## config.mk

```make
export PLATFORM = sky130hd
export DESIGN_NAME = font_cell_engine
export DESIGN_NICKNAME = d
export VERILOG_FILES = /design/src/rtl/font_pkg.sv /design/src/rtl/font_glyph_rom.sv /design/src/rtl/font_cell_engine.sv
export SDC_FILE = /design/constraint.sdc
export NUM_CORES = 1
export LEC_CHECK = 0
export ABC_AREA = 0
export ABC_CLOCK_PERIOD_IN_PS = 4900
export CORE_MARGIN = 2
export CORE_UTILIZATION = 40
export DETAILED_ROUTE_END_ITERATION = 16
export PLACE_DENSITY = 0.66
export SLEW_MARGIN = 5
export SYNTH_ARGS = -nofsm -noshare
export SYNTH_HDL_FRONTEND = slang
export SYNTH_SLANG_ARGS = --single-unit
```

## constraint.sdc

```tcl
create_clock -name clk -period 4.9 [get_ports clk]
set_input_delay 1.225 -clock clk [delete_from_list [all_inputs] [get_ports clk]]
set_output_delay 1.225 -clock clk [all_outputs]
set_load 0.01 [all_outputs]
```

## src/rtl/font_pkg.sv

```systemverilog
// Shared font definitions: cell geometry, the 16-glyph hex font (0-F) and the glyph bit-index helper.
// Each glyph is 6x8 with the MSB at the top-left pixel; row 0 is an all-blank spacer row.
package font_pkg;

    localparam int FONT_CELL_W     = 6;
    localparam int FONT_CELL_H     = 8;
    localparam int FONT_NUM_GLYPHS = 16;

    typedef logic [47:0] glyph_t;

    // Eight 6-bit rows per glyph, top row first; the leftmost pixel is the high bit of each row.
    localparam glyph_t FONT_GLYPH [FONT_NUM_GLYPHS] = '{
        48'b000000_011100_100010_100110_101010_110010_100010_011100,  // 0
        48'b000000_001000_011000_001000_001000_001000_001000_011100,  // 1
        48'b000000_011100_100010_000010_000100_001000_010000_111110,  // 2
        48'b000000_111110_000100_001000_000100_000010_100010_011100,  // 3
        48'b000000_000100_001100_010100_100100_111110_000100_000100,  // 4
        48'b000000_111110_100000_111100_000010_000010_100010_011100,  // 5
        48'b000000_001100_010000_100000_111100_100010_100010_011100,  // 6
        48'b000000_111110_000010_000100_001000_010000_010000_010000,  // 7
        48'b000000_011100_100010_100010_011100_100010_100010_011100,  // 8
        48'b000000_011100_100010_100010_011110_000010_000100_011000,  // 9
        48'b000000_011100_100010_100010_100010_111110_100010_100010,  // A
        48'b000000_111100_100010_100010_111100_100010_100010_111100,  // B
        48'b000000_011100_100010_100000_100000_100000_100010_011100,  // C
        48'b000000_111000_100100_100010_100010_100010_100100_111000,  // D
        48'b000000_111110_100000_100000_111100_100000_100000_111110,  // E
        48'b000000_111110_100000_100000_111100_100000_100000_100000   // F
    };

    function automatic logic [5:0] glyph_bit_idx(input logic [2:0] row, input logic [2:0] col);
        return 6'((FONT_CELL_H - 1 - int'(row)) * FONT_CELL_W + (FONT_CELL_W - 1 - int'(col)));
    endfunction

endpackage

```

## src/rtl/font_glyph_rom.sv

```systemverilog
// Registered glyph lookup: one pixel bit per glyph for the given glyph row/column, latency 1.
module font_glyph_rom
    import font_pkg::*;
#(
    parameter int NUM_GLYPHS = 16
) (
    input  logic                  clk,
    input  logic                  reset,
    input  logic [2:0]            glyph_row,
    input  logic [2:0]            glyph_col,
    output logic [NUM_GLYPHS-1:0] char_data
);

    logic [5:0]            bit_idx;
    logic [NUM_GLYPHS-1:0] pixel_bits;

    assign bit_idx = glyph_bit_idx(glyph_row, glyph_col);

    // NOTE: default the whole vector before the loop so no bit can hold its value (no latch).
    always_comb begin
        pixel_bits = '0;
        for (int g = 0; g < NUM_GLYPHS; g++) begin
            pixel_bits[g] = FONT_GLYPH[g][bit_idx];
        end
    end

    // NOTE: only the output register is reset; the font table is a constant, not a memory.
    always_ff @(posedge clk) begin
        if (reset) begin
            char_data <= '0;
        end else begin
            char_data <= pixel_bits;
        end
    end

endmodule

```

## src/rtl/font_cell_engine.sv

```systemverilog
// Raster position tracker (cell, glyph row/column) feeding a registered hex-font lookup.
// Runtime integer zoom is built only when FONT_SCALE_EN is defined; otherwise it runs at fixed 1x.
module font_cell_engine
    import font_pkg::*;
#(
    parameter int NUM_GLYPHS = 16,
    parameter int CX_W       = 7,
    parameter int CY_W       = 7
) (
    input  logic                  clk,
    input  logic                  reset,
    input  logic                  blank,
    input  logic                  hsync,
    input  logic                  vsync,
    input  logic [1:0]            scale,
    output logic [CX_W-1:0]       char_x,
    output logic [CY_W-1:0]       char_y,
    output logic [2:0]            glyph_col,
    output logic [2:0]            glyph_row,
    output logic [NUM_GLYPHS-1:0] char_data,
    output logic                  char_valid
);

    localparam logic [2:0] COL_LAST = 3'(FONT_CELL_W - 1);
    localparam logic [2:0] ROW_LAST = 3'(FONT_CELL_H - 1);

    logic blank_d1;
    logic line_adv;
    logic x_step;
    logic y_step;

    assign line_adv = blank & ~blank_d1;

`ifdef FONT_SCALE_EN
    logic [1:0] scale_q;
    logic [2:0] xsub;
    logic [2:0] ysub;
    logic [2:0] z_last;
    logic       unused_hsync;

    assign unused_hsync = hsync;
    assign z_last       = 3'((4'd1 << scale_q) - 4'd1);
    assign x_step       = (xsub == z_last);
    assign y_step       = (ysub == z_last);

    // Zoom is latched only during vsync so it stays fixed for the whole frame.
    always_ff @(posedge clk) begin
        if (reset) begin
            scale_q <= '0;
            xsub    <= '0;
            ysub    <= '0;
        end else begin
            if (vsync) scale_q <= scale;

            if (blank || x_step) xsub <= '0;
            else                 xsub <= xsub + 3'd1;

            if (vsync || (line_adv && y_step)) ysub <= '0;
            else if (line_adv)                 ysub <= ysub + 3'd1;
        end
    end
`else
    logic unused_inputs;

    assign unused_inputs = &{1'b0, hsync, scale};
    assign x_step        = 1'b1;
    assign y_step        = 1'b1;
`endif

    // NOTE: state registers use non-blocking assignments so every update sees pre-edge values.
    always_ff @(posedge clk) begin
        if (reset) begin
            blank_d1   <= 1'b0;
            char_valid <= 1'b0;
            glyph_col  <= '0;
            char_x     <= '0;
            glyph_row  <= '0;
            char_y     <= '0;
        end else begin
            blank_d1   <= blank;
            char_valid <= ~blank;

            if (blank) begin
                glyph_col <= '0;
                char_x    <= '0;
            end else if (x_step) begin
                if (glyph_col == COL_LAST) begin
                    glyph_col <= '0;
                    char_x    <= char_x + CX_W'(1);
                end else begin
                    glyph_col <= glyph_col + 3'd1;
                end
            end

            // vsync wins over a line advance landing in the same cycle.
            if (vsync) begin
                glyph_row <= '0;
                char_y    <= '0;
            end else if (line_adv && y_step) begin
                if (glyph_row == ROW_LAST) begin
                    glyph_row <= '0;
                    char_y    <= char_y + CY_W'(1);
                end else begin
                    glyph_row <= glyph_row + 3'd1;
                end
            end
        end
    end

    font_glyph_rom #(
        .NUM_GLYPHS(NUM_GLYPHS)
    ) u_rom (
        .clk       (clk),
        .reset     (reset),
        .glyph_row (glyph_row),
        .glyph_col (glyph_col),
        .char_data (char_data)
    );

endmodule

```

======== After elaboration in Yosys (flattened, before gate mapping) ========
Memories as Yosys holds them, arrays and structs flattened. A register that Yosys moved wholly into a read port is not among the register bits.
Cells that the tools add are included.
word-level totals
  flip-flop bits (word level) ............. 22
  memory bits (read-only) ................. 1024
  input port bits ......................... 7
  output and inout bits ................... 37
  word-level logic and storage cells ...... 40
  memories ................................ 16
memory list
  name              words  width  read ports  clocked after Yosys merged registers in  write ports  RTL line              RTL
  (name not given)  64     1      1           1                                        0            font_glyph_rom.sv:23  pixel_bits[g] = FONT_GLYPH[g][bit_idx];
  (name not given)  64     1      1           1                                        0            font_glyph_rom.sv:23
  (name not given)  64     1      1           1                                        0            font_glyph_rom.sv:23
  (name not given)  64     1      1           1                                        0            font_glyph_rom.sv:23
  (name not given)  64     1      1           1                                        0            font_glyph_rom.sv:23
  (name not given)  64     1      1           1                                        0            font_glyph_rom.sv:23
  10 more memories  --     --     --          --                                       --           --
cells by class
  $add $sub $neg .......................... 7
  $mul .................................... 1
  equality and inequality tests ........... 2
  multiplexer cells ....................... 1
  bitwise gates (word level) .............. 3
  reduce and logical (&&, ||, !) cells .... 4
operators with widths
  operator                count
  $mul A32 B3 Y5 const B  1
  $add A7 B1 Y7 const B   2
  $sub A3 B3 Y4 const A   2
  $add A3 B1 Y3 const B   2
  $add A6 B6 Y6           1
  $eq A3 B3 Y1 const B    2
  $reduce_or A2 Y1        2
  $mux W3                 1
  $reduce_or A3 Y1        1
  $not A1 Y1              2
  $reduce_and A2 Y1       1
  $and A1 B1 Y1           1

======== Logic depth before layout (Yosys ltp) ========
Gate-level depths: netlist of the first run.
  depth in word-level cells ............... 3
  mapped depth ............................ 12
  mapped depth without buffers ............ 10

======== Cells and area by module ========
A second synthesis of the first run with hierarchy kept.
second synthesis, totals
  cells, all modules ...................... 302
  area total of the unflattened synthesis .. 2560.0 µm²
modules (own cells, without submodules)
  module            instances  cells an instance  area each (µm²)  sequential area each (µm²)
  font_glyph_rom    1          199                1621.6           320.3
  font_cell_engine  1          103                938.4            440.4

======== Worst setup path before layout of the first run ========
No wires, ideal clock.
  path type ............................... register to register
  start ................................... register glyph_row[0]
  end ..................................... register u_rom.char_data[5]
  setup time .............................. 0.132 ns
  arrival ................................. 2.784 ns
  data required time ...................... 4.768 ns
  slack ................................... 1.984 ns
  cell stages (with the launch flop) ...... 11
  path buffers ............................ 2
  period minus slack after synthesis ...... 2.916 ns
  path through ............................ dfxtp_1 > inv_1 > ha_1 > fa_1 > buf_2 > clkinv_1 > buf_2 > ha_1 > and2_1 > o311ai_0 > a21oi_1
between the ends
  longest elaborated chain between the ends .. 3
ends and longest elaborated chain
  element                   RTL line                 RTL
  start: declaration        font_cell_engine.sv:19   output logic [2:0] glyph_row,
  start signal: assignment  font_cell_engine.sv:104  glyph_row <= glyph_row + 3'd1;
  $sub A3 B3 Y4             font_pkg.sv:32           return 6'((FONT_CELL_H - 1 - int'(row)) * FONT_CELL_W + (FONT_CELL_W - 1 - int'(col)));
  $mul A32 B3 Y5            font_pkg.sv:32
  $add A6 B6 Y6             font_pkg.sv:32
  end: declaration          font_glyph_rom.sv:11     output logic [NUM_GLYPHS-1:0] char_data
Every way passes these cells.
A chain may end at the register's enable or synchronous reset.

======== Worst setup path in the final report of the first run ========
  start ................................... register glyph_row[1]
  end ..................................... register u_rom.char_data[3]
Same word-level chain as after synthesis.

==> results of run 1 <==
==> metal layers <==
metal  up-vias  routed length (um)  global-route usage
li1       1160                   -                   -
met1      1074                2830               0.231
met2        82                2800               0.261
met3        14                 374              0.0298
met4         0                 129              0.0693
met5         -                   0                   0
==> cell type report <==
class                   instances  area [um^2]  area share
well taps                      77         96.3      0.0302
multi-input cells             235         1730       0.543
clock buffers                   5         68.8      0.0216
flip-flops and latches         38          761       0.239
repair buffers                 43          423       0.133
clock inverters                 3         68.8      0.0216
inverters                      10         37.5      0.0118
==> synth_stat cells, types with 5 or more instances <==
master     n  area share
clkbuf_1  10       0.014
nand2_1   26       0.037
inv_1      9       0.013
ha_1      25        0.12
nor2_1    36       0.051
a311oi_1   9       0.030
xnor2_1    9       0.030
xor2_1    10       0.033
nand4_1    5       0.012
o21ai_0   13       0.024
a21oi_1   13       0.024
buf_2      8       0.015
nor3_1     7       0.013
dfxtp_1   38        0.29
mux2i_1    5       0.019
o211ai_1   5       0.014
==> final timing paths <==
| kind | startpoint | endpoint | slack (ns) | cells after the start |
|---|---|---|---|---|
| worst max-delay path | glyph_row[1] | u_rom.char_data[3] | 1.43 | 9 |
| worst max register to register | glyph_row[1] | u_rom.char_data[3] | 1.43 | 9 |
| worst min register to register | char_x[1] | char_x[1] | 0.52 | 2 |
| worst min-delay path | char_x[1] | char_x[1] | 0.52 | 2 |
==> state kept, by name, summed over array words and instances, names as in the netlist <==
signal	cells
glyph_col	3
char_valid	1
blank_d1	1
char_y	7
glyph_row	3
char_x	7
u_rom.char_data	16
==> per-stage QoR <==
stage          setup slack, ns  cells   util
2_1_floorplan             1.98    307      -
3_3_place_gp              1.50    403  0.477
3_5_place_dp              1.44    403  0.477
4_1_cts                   1.41    411  0.499
5_1_grt                   1.17    411  0.499
6_report                  1.43    411  0.499
==> power by group through the flow <==
| stage | Combinational, mW | Sequential, mW | Clock [mW] |
|---|---|---|---|
| 3_3_place_gp | 0.240 | 0.337 | 0 |
| 2_1_floorplan | 0.175 | 0.343 | 0 |
| 3_5_place_dp | 0.241 | 0.337 | 0 |
| 6_report | 0.245 | 0.329 | 0.322 |
| 4_1_cts | 0.243 | 0.330 | 0.329 |
| 5_1_grt | 0.267 | 0.331 | 0.341 |
==> cells by family after synthesis <==
kind of cell | after synthesis | share of synthesized area
AOI/OAI and AO/OA | 79 | 0.211
xor gates and xnor gates | 21 | 0.0831
adders and majority gates | 26 | 0.125
buffers and inverters | 34 | 0.0657
DFF | 38 | 0.285
muxes | 11 | 0.0610
and+or+nand+nor | 98 | 0.169
==> worst max-delay path: stages, from the launching register on <==
cell and delay (ns):
dfxtp_1 0.40, inv_1 0.09, ha_1 0.30, ha_1 0.31
ha_1 0.53, xnor2_4 0.71, mux2_2 0.43, o21ai_2 0.09
a21bo_2 0.25, a311oi_1 0.26
==> results.cfg, run 1 <==
[outcome]
status = finished, final reports clean

[sta]
period_share = 0.709
hold_violations = 0
setup_tns_ns = 0
slew_viol_final = 0
rsz0062_at_grt = no
holdWs_ns = 0.519
period_minus_slack_ns = 3.47
worst_pin_slew_ns = 0.759
fmaxAchievable_mhz = 288
fin_skew_ns = 0.00453
setup_violations = 0
slew_headroom = 0.493

[clock_network]
cts_buffer_depth = 2
numCtsBuffers = 5
cts_resized = 0
cts_setup_buffers = 0
clock-sinks = 38
cts-root-buf = clkbuf_8
tritoncts = built
clk_latency_ns = 0.30
ctsHoldBuffers = 0
path_clk_slew_ns = 0.08
cts-htree-levels = 2

[floorplanning]
die_w_um = 85.6
num_rows = 29
ios = 44
initial_utilization = 0.418
core_um2 = 6390
die_y_um = 85.6
die-area_um2 = 7340

[placed_design]
gp_congestion = 0.889
port_buffers = 40
placed_cell_area_um2 = 3050
dpl.hpwl_um = 4330

[synth]
synthArstFlopShare = 0
synth_seq_cells = 38
synth_nets = 340
yosysWarnings = 0
synth_cell_types = 54
synthFlopType = dfxtp_1
avgSynthCellArea_um2 = 8.69
seq_area_frac_synth = 0.285
synthCells = 307
synth-edff-count = 0
syn-cell-area_um2 = 2670

[global_route]
grt_pass1_vias = 2084
grt_overflow = 0
grt_max_degree = 31
antenna_found_initial = 0
grtUsageTotal = 0.168
grt_first_pass_wirelength_um = 9990

[power_and_ir_drop]
switching_share = 0.296
p_switching_mw = 0.265
power_frac_seq = 0.367
p_clk_frac = 0.360
p_per_area_nw_per_um2 = 281
leakagePower_nw = 1.20
vdd_drop_max_v = 0.000184
p_int_mw = 0.631
p_total_mw = 0.896
power_frac_comb = 0.273

[layout]
area_delta_synth_final_pct = 19.5
fin_area_um2 = 3190
final_layout_size_suffix_gt1_frac = 0.0808
final_nets = 366
antenna_cells = 0
mostFrequentLayoutCells = 40 x clkdlybuf4s50_1, 38 x dfxtp_1, 36 x nor2_1, 26 x nand2_1, 25 x ha_1
fillers = 580
final_common_cell = clkdlybuf4s50_1

[worst_setup_path]
crit_type = reg -> reg
crit_required_ns = 5.10
cp-end-kind = flip-flop
startpoint_type = flip-flop
critPathArrivalTime_ns = 3.67
crit_path_max_fanout = 26

[run]
maxCapViolCount = 0

[hold_path]
hp-class = reg -> reg

[routing]
drt_wl_total_um = 6130
dr_total_vias = 2330
viasPerCell = 5.67
wl_per_cell_um = 14.9
drcViolationCount = 0
ant_nets = 0
firstDrtPassIters = 4
drtIter0Drc = 193
(Power assumes the default switching activity.)
==> run 2, diff against run 1 <==
--- a/config.mk
+++ b/config.mk
@@ -6,11 +6,11 @@
 export NUM_CORES = 1
 export LEC_CHECK = 0
 export ABC_AREA = 0
-export ABC_CLOCK_PERIOD_IN_PS = 4900
+export ABC_CLOCK_PERIOD_IN_PS = 3080
 export CORE_MARGIN = 2
 export CORE_UTILIZATION = 40
 export DETAILED_ROUTE_END_ITERATION = 16
-export PLACE_DENSITY = 0.66
+export PLACE_DENSITY = 0.68
 export SLEW_MARGIN = 5
 export SYNTH_ARGS = -nofsm -noshare
 export SYNTH_HDL_FRONTEND = slang
==> constraint.sdc (replaced) <==
create_clock -name clk -period 3.08 [get_ports clk]
set_input_delay 0.77 -clock clk [delete_from_list [all_inputs] [get_ports clk]]
set_output_delay 0.77 -clock clk [all_outputs]
set_load 0.01 [all_outputs]
==> results.cfg, run 2 (synthesis gave the netlist of run 1 again) <==
[placed_design]
port_buffers = 40
gp_congestion = 0.913
placed_cell_area_um2 = 3220
dpl.cell_count = 422
dpl.hpwl_um = 4910

[power_and_ir_drop]
vdd_drop_max_v = 0.000281
leakagePower_nw = 1.33
p_per_area_nw_per_um2 = 439

[clock_network]
cts-root-buf = clkbuf_8
clock-sinks = 38
cts_buffer_depth = 2
clk_latency_ns = 0.30
path_clk_slew_ns = 0.08
numCtsBuffers = 5
tritoncts = built
cts-htree-levels = 2

[hold_path]
hp-class = reg -> reg

[worst_setup_path]
crit_type = reg -> reg
crit_required_ns = 3.26
cp-end-kind = flip-flop
critPathArrivalTime_ns = 3.06
startpoint_type = flip-flop
crit_path_max_fanout = 12

[sta]
slew_headroom = 0.685
slew_viol_final = 0
hold_violations = 0
setup_violations = 0
period_minus_slack_ns = 2.88
worst_pin_slew_ns = 0.468
fmaxAchievable_mhz = 347
rsz0062_at_grt = no
period_share = 0.936
fin_skew_ns = 0.00434
setup_tns_ns = 0
holdWs_ns = 0.505

[floorplanning]
die_w_um = 85.6
ios = 44
die_y_um = 85.6
core_um2 = 6390
die-area_um2 = 7340
num_rows = 29
initial_utilization = 0.418

[global_route]
grt_overflow = 0
grtUsageTotal = 0.181
grt_max_degree = 21
antenna_found_initial = 0
grt_first_pass_wirelength_um = 10700
grt_pass1_vias = 2177

[layout]
largest_reg_flops = 16
top_register = u_rom.char_data
final_layout_size_suffix_gt1_frac = 0.143
mostFrequentLayoutCells = 40 x clkdlybuf4s50_1, 38 x dfxtp_1, 36 x nor2_1, 26 x nand2_1, 25 x ha_1
final_common_cell = clkdlybuf4s50_1
final_nets = 388
area_delta_synth_final_pct = 27.0
finalNonFillerCells = 433
fin_area_um2 = 3390
top_regs = u_rom.char_data (16), char_x (7), char_y (7)
fillers = 586
antenna_cells = 0

[routing]
drtIter0Drc = 262
firstDrtPassIters = 4
wl_per_cell_um = 15.2
ant_nets = 0
drcViolationCount = 0
viasPerCell = 5.64
drt_wl_total_um = 6560
dr_total_vias = 2444

[run]
maxCapViolCount = 0

[outcome]
status = finished, final reports clean
[run 2: changes by cell type in the layout (fill, tap and decap cells not counted), sizes merged]
cell	previous run	this run
buf	3	25
[run 2: power breakdown]
| group | switching, mW | internal, mW | total, mW |
|---|---|---|---|
| sequential | 0.00757 | 0.514 | 0.522 |
| combinational | 0.243 | 0.202 | 0.445 |
| clock | 0.195 | 0.325 | 0.520 |
| total | 0.446 | 1.04 | 1.49 |
[run 2: final cells by class]
type | count | area, um^2 | share of cell area
Clock buffer | 5 | 68.8 | 0.0203
Timing Repair Buffer | 65 | 613 | 0.181
Tap cell | 77 | 96.3 | 0.0285
Clock inverter | 3 | 68.8 | 0.0203
Sequential cell | 38 | 761 | 0.225
Inverter | 10 | 37.5 | 0.0111
Multi-Input combinational cell | 235 | 1740 | 0.514
[run 2: layer usage]
metal / share of wire / track usage / wire, um / up-vias
met4: 0.016 / 0.0519 / 102 / 0
met1: 0.45 / 0.243 / 2960 / 1151
met2: 0.49 / 0.298 / 3180 / 78
met5: 0 / 0 / 0 / -
li1: - / - / - / 1205
met3: 0.048 / 0.0337 / 317 / 10
[run 2: path summary, 6_finish.rpt]
path | startpoint | to | slack, ns | cells past startpoint
max | glyph_col[1] | u_rom.char_data[5] | 0.20 | 8
min | char_x[1] | char_x[1] | 0.50 | 2
max reg2reg | glyph_col[1] | u_rom.char_data[5] | 0.20 | 8
min reg2reg | char_x[1] | char_x[1] | 0.50 | 2
[run 2: worst max-delay path, cell delays in order, from the launching register on]
cell and delay, ns:
dfxtp_1 0.41, inv_1 0.07, ha_1 0.34, fa_2 0.58, clkinv_1 0.34, ha_1 0.41, and2_1 0.13, o311ai_0 0.36
a21oi_1 0.12
[run 2: through the flow]
step	setup slack, ns	util	total power, mW
finish	0.198	0.530	1.49
global route	0.00560	0.530	1.55
CTS	0.137	0.525	1.48
detailed placement	0.170	0.504	0.961
global placement	0.160	0.504	0.957
floorplan	0.164	-	0.825
[run 2: what timing repair did]
item                                    in CTS  in global routing
hold buffers                                 0                  0
buffers inserted                             0                  3
endpoints found under the setup margin       0                  8
resized for setup                            0                  2
==> run 3, diff against run 2 <==
--- a/config.mk
+++ b/config.mk
@@ -6,11 +6,11 @@
 export NUM_CORES = 1
 export LEC_CHECK = 0
 export ABC_AREA = 0
-export ABC_CLOCK_PERIOD_IN_PS = 3080
+export ABC_CLOCK_PERIOD_IN_PS = 3710
 export CORE_MARGIN = 2
 export CORE_UTILIZATION = 40
 export DETAILED_ROUTE_END_ITERATION = 16
-export PLACE_DENSITY = 0.68
+export PLACE_DENSITY = 0.66
 export SLEW_MARGIN = 5
 export SYNTH_ARGS = -nofsm -noshare
 export SYNTH_HDL_FRONTEND = slang
==> constraint.sdc (replaced) <==
create_clock -name clk -period 3.71 [get_ports clk]
set_input_delay 0.9275 -clock clk [delete_from_list [all_inputs] [get_ports clk]]
set_output_delay 0.9275 -clock clk [all_outputs]
set_load 0.01 [all_outputs]
==> results.cfg, run 3 (synthesis gave the netlist of run 1 again) <==
[worst_setup_path]
critPathArrivalTime_ns = 3.44
r2r_setup_slack_ns = 0.43
cp_slowest_cell = ha_1
cp_slowest_stage_delay_ns = 0.65
crit_chain = inv_1, ha_1, ha_1, ha_1, xor2_4, nor2_1, or4_1, o211ai_1, a21oi_1
r2r-start = glyph_row[1]
crit_path_max_fanout = 21
worstReg2RegEnd = u_rom.char_data[14]
startpoint_type = flip-flop
crit_top_cell = ha_1
cpLargestDelayFamily = adder cells
cp_num_buf_inv = 1
rr_worst_depth = 9
crit_required_ns = 3.87
cp-end-kind = flip-flop
crit_type = reg -> reg

[hold_path]
hp-class = reg -> reg
hold_end = char_x[1]
whs_path_depth = 2
worstHoldStart = char_x[1]

[sta]
worst_pin_slew_ns = 0.687
period_share = 0.884
setup_tns_ns = 0
slew_viol_final = 0
fin_skew_ns = 0.00702
holdWs_ns = 0.525
fmaxAchievable_mhz = 305
slew_headroom = 0.540
setup_violations = 0
period_minus_slack_ns = 3.28
hold_violations = 0
rsz0062_at_grt = no

[global_route]
grtUsageTotal = 0.170
grt_first_pass_wirelength_um = 10100
grt_pass1_vias = 2080
grt_overflow = 0
grt_max_degree = 22
antenna_found_initial = 0

[routing]
ant_nets = 0
drtIter0Drc = 164
drt_wl_total_um = 6210
firstDrtPassIters = 5
wl_per_cell_um = 14.9
drcViolationCount = 0
dr_total_vias = 2361
viasPerCell = 5.66

[layout]
top_regs = u_rom.char_data (16), char_x (7), char_y (7)
final_layout_size_suffix_gt1_frac = 0.0971
antenna_cells = 0
final_nets = 372
area_delta_synth_final_pct = 21.2
finalNonFillerCells = 417
fin_area_um2 = 3230
fillers = 591
mostFrequentLayoutCells = 40 x clkdlybuf4s50_1, 38 x dfxtp_1, 36 x nor2_1, 26 x nand2_1, 25 x ha_1
final_common_cell = clkdlybuf4s50_1
fin_util = 0.506
top_register = u_rom.char_data
largest_reg_flops = 16

[clock_network]
clock-sinks = 38
cts_resized = 0
numCtsBuffers = 5
cts_buffer_depth = 2
clk_latency_ns = 0.30
cts-root-buf = clkbuf_8
ctsHoldBuffers = 0
cts_setup_buffers = 0
path_clk_slew_ns = 0.08
tritoncts = built
cts-htree-levels = 2

[power_and_ir_drop]
vdd_drop_max_v = 0.000329
leakagePower_nw = 1.23
switching_share = 0.297
p_per_area_nw_per_um2 = 371
p_switching_mw = 0.356
p_int_mw = 0.842
p_clk_frac = 0.356
power_frac_comb = 0.283
power_frac_seq = 0.361

[floorplanning]
die_w_um = 85.6
die_y_um = 85.6
ios = 44
die-area_um2 = 7340
initial_utilization = 0.418
core_um2 = 6390
num_rows = 29

[outcome]
status = finished, final reports clean

[placed_design]
gp_congestion = 0.884
dpl.hpwl_um = 4460
port_buffers = 40
placed_cell_area_um2 = 3090
dpl.cell_count = 409

[run]
maxCapViolCount = 0
-- run 3: cell count changes in the layout (fill, tap and decap cells not counted), sizes merged --
| cell | previous run | this run |
|---|---|---|
| buf | 25 | 9 |
-- run 3: area by class of cell --
class                           count  area, um^2  share of cell area
Multi-Input combinational cell    235        1730               0.536
Sequential cell                    38         761               0.235
Timing Repair Buffer               49         468               0.145
Tap cell                           77        96.3              0.0298
Clock buffer                        5        68.8              0.0213
Clock inverter                      3        68.8              0.0213
Inverter                           10        37.5              0.0116
-- run 3: power by group through the flow --
stage / Clock, mW / Sequential [mW] / Combinational [mW]
floorplan: 0 / 0.453 / 0.232
global placement: 0 / 0.442 / 0.329
CTS: 0.434 / 0.433 / 0.333
finish: 0.426 / 0.432 / 0.339
detailed placement: 0 / 0.442 / 0.332
global route: 0.446 / 0.434 / 0.365
-- run 3: worst min-delay path: cells and delay by family, from the launching register on --
family	cells	cell delay [ns]
flops	1	0.35
simple gates	1	0.07
compound gates	1	0.06
-- run 3: per-stage QoR --
stage,power [mW],worst slack [ns]
2_1_floorplan,0.685,0.794
3_3_place_gp,0.771,0.482
3_5_place_dp,0.774,0.458
4_1_cts,1.20,0.422
5_1_grt,1.25,0.182
6_report,1.20,0.430
-- run 3: worst max-delay path by stage --
stage	startpoint	endpoint	slack [ns]	cells past startpoint
2_1_floorplan	glyph_row[0]	u_rom.char_data[5]	0.79	10
3_3_place_gp	glyph_row[1]	u_rom.char_data[0]	0.48	10
3_5_place_dp	glyph_row[1]	u_rom.char_data[8]	0.46	10
4_1_cts	glyph_row[1]	u_rom.char_data[8]	0.42	10
5_1_grt	glyph_row[1]	u_rom.char_data[14]	0.18	9
6_report	glyph_row[1]	u_rom.char_data[14]	0.43	9
-- run 3: layer usage --
metal  track usage  wire length, um  share of wire  vias up
met5             0                0              0        -
met4        0.0519               96          0.015        0
met3        0.0375              327          0.053        9
met2         0.266             2810           0.45       72
met1         0.235             2970           0.48     1106
li1              -                -              -     1174
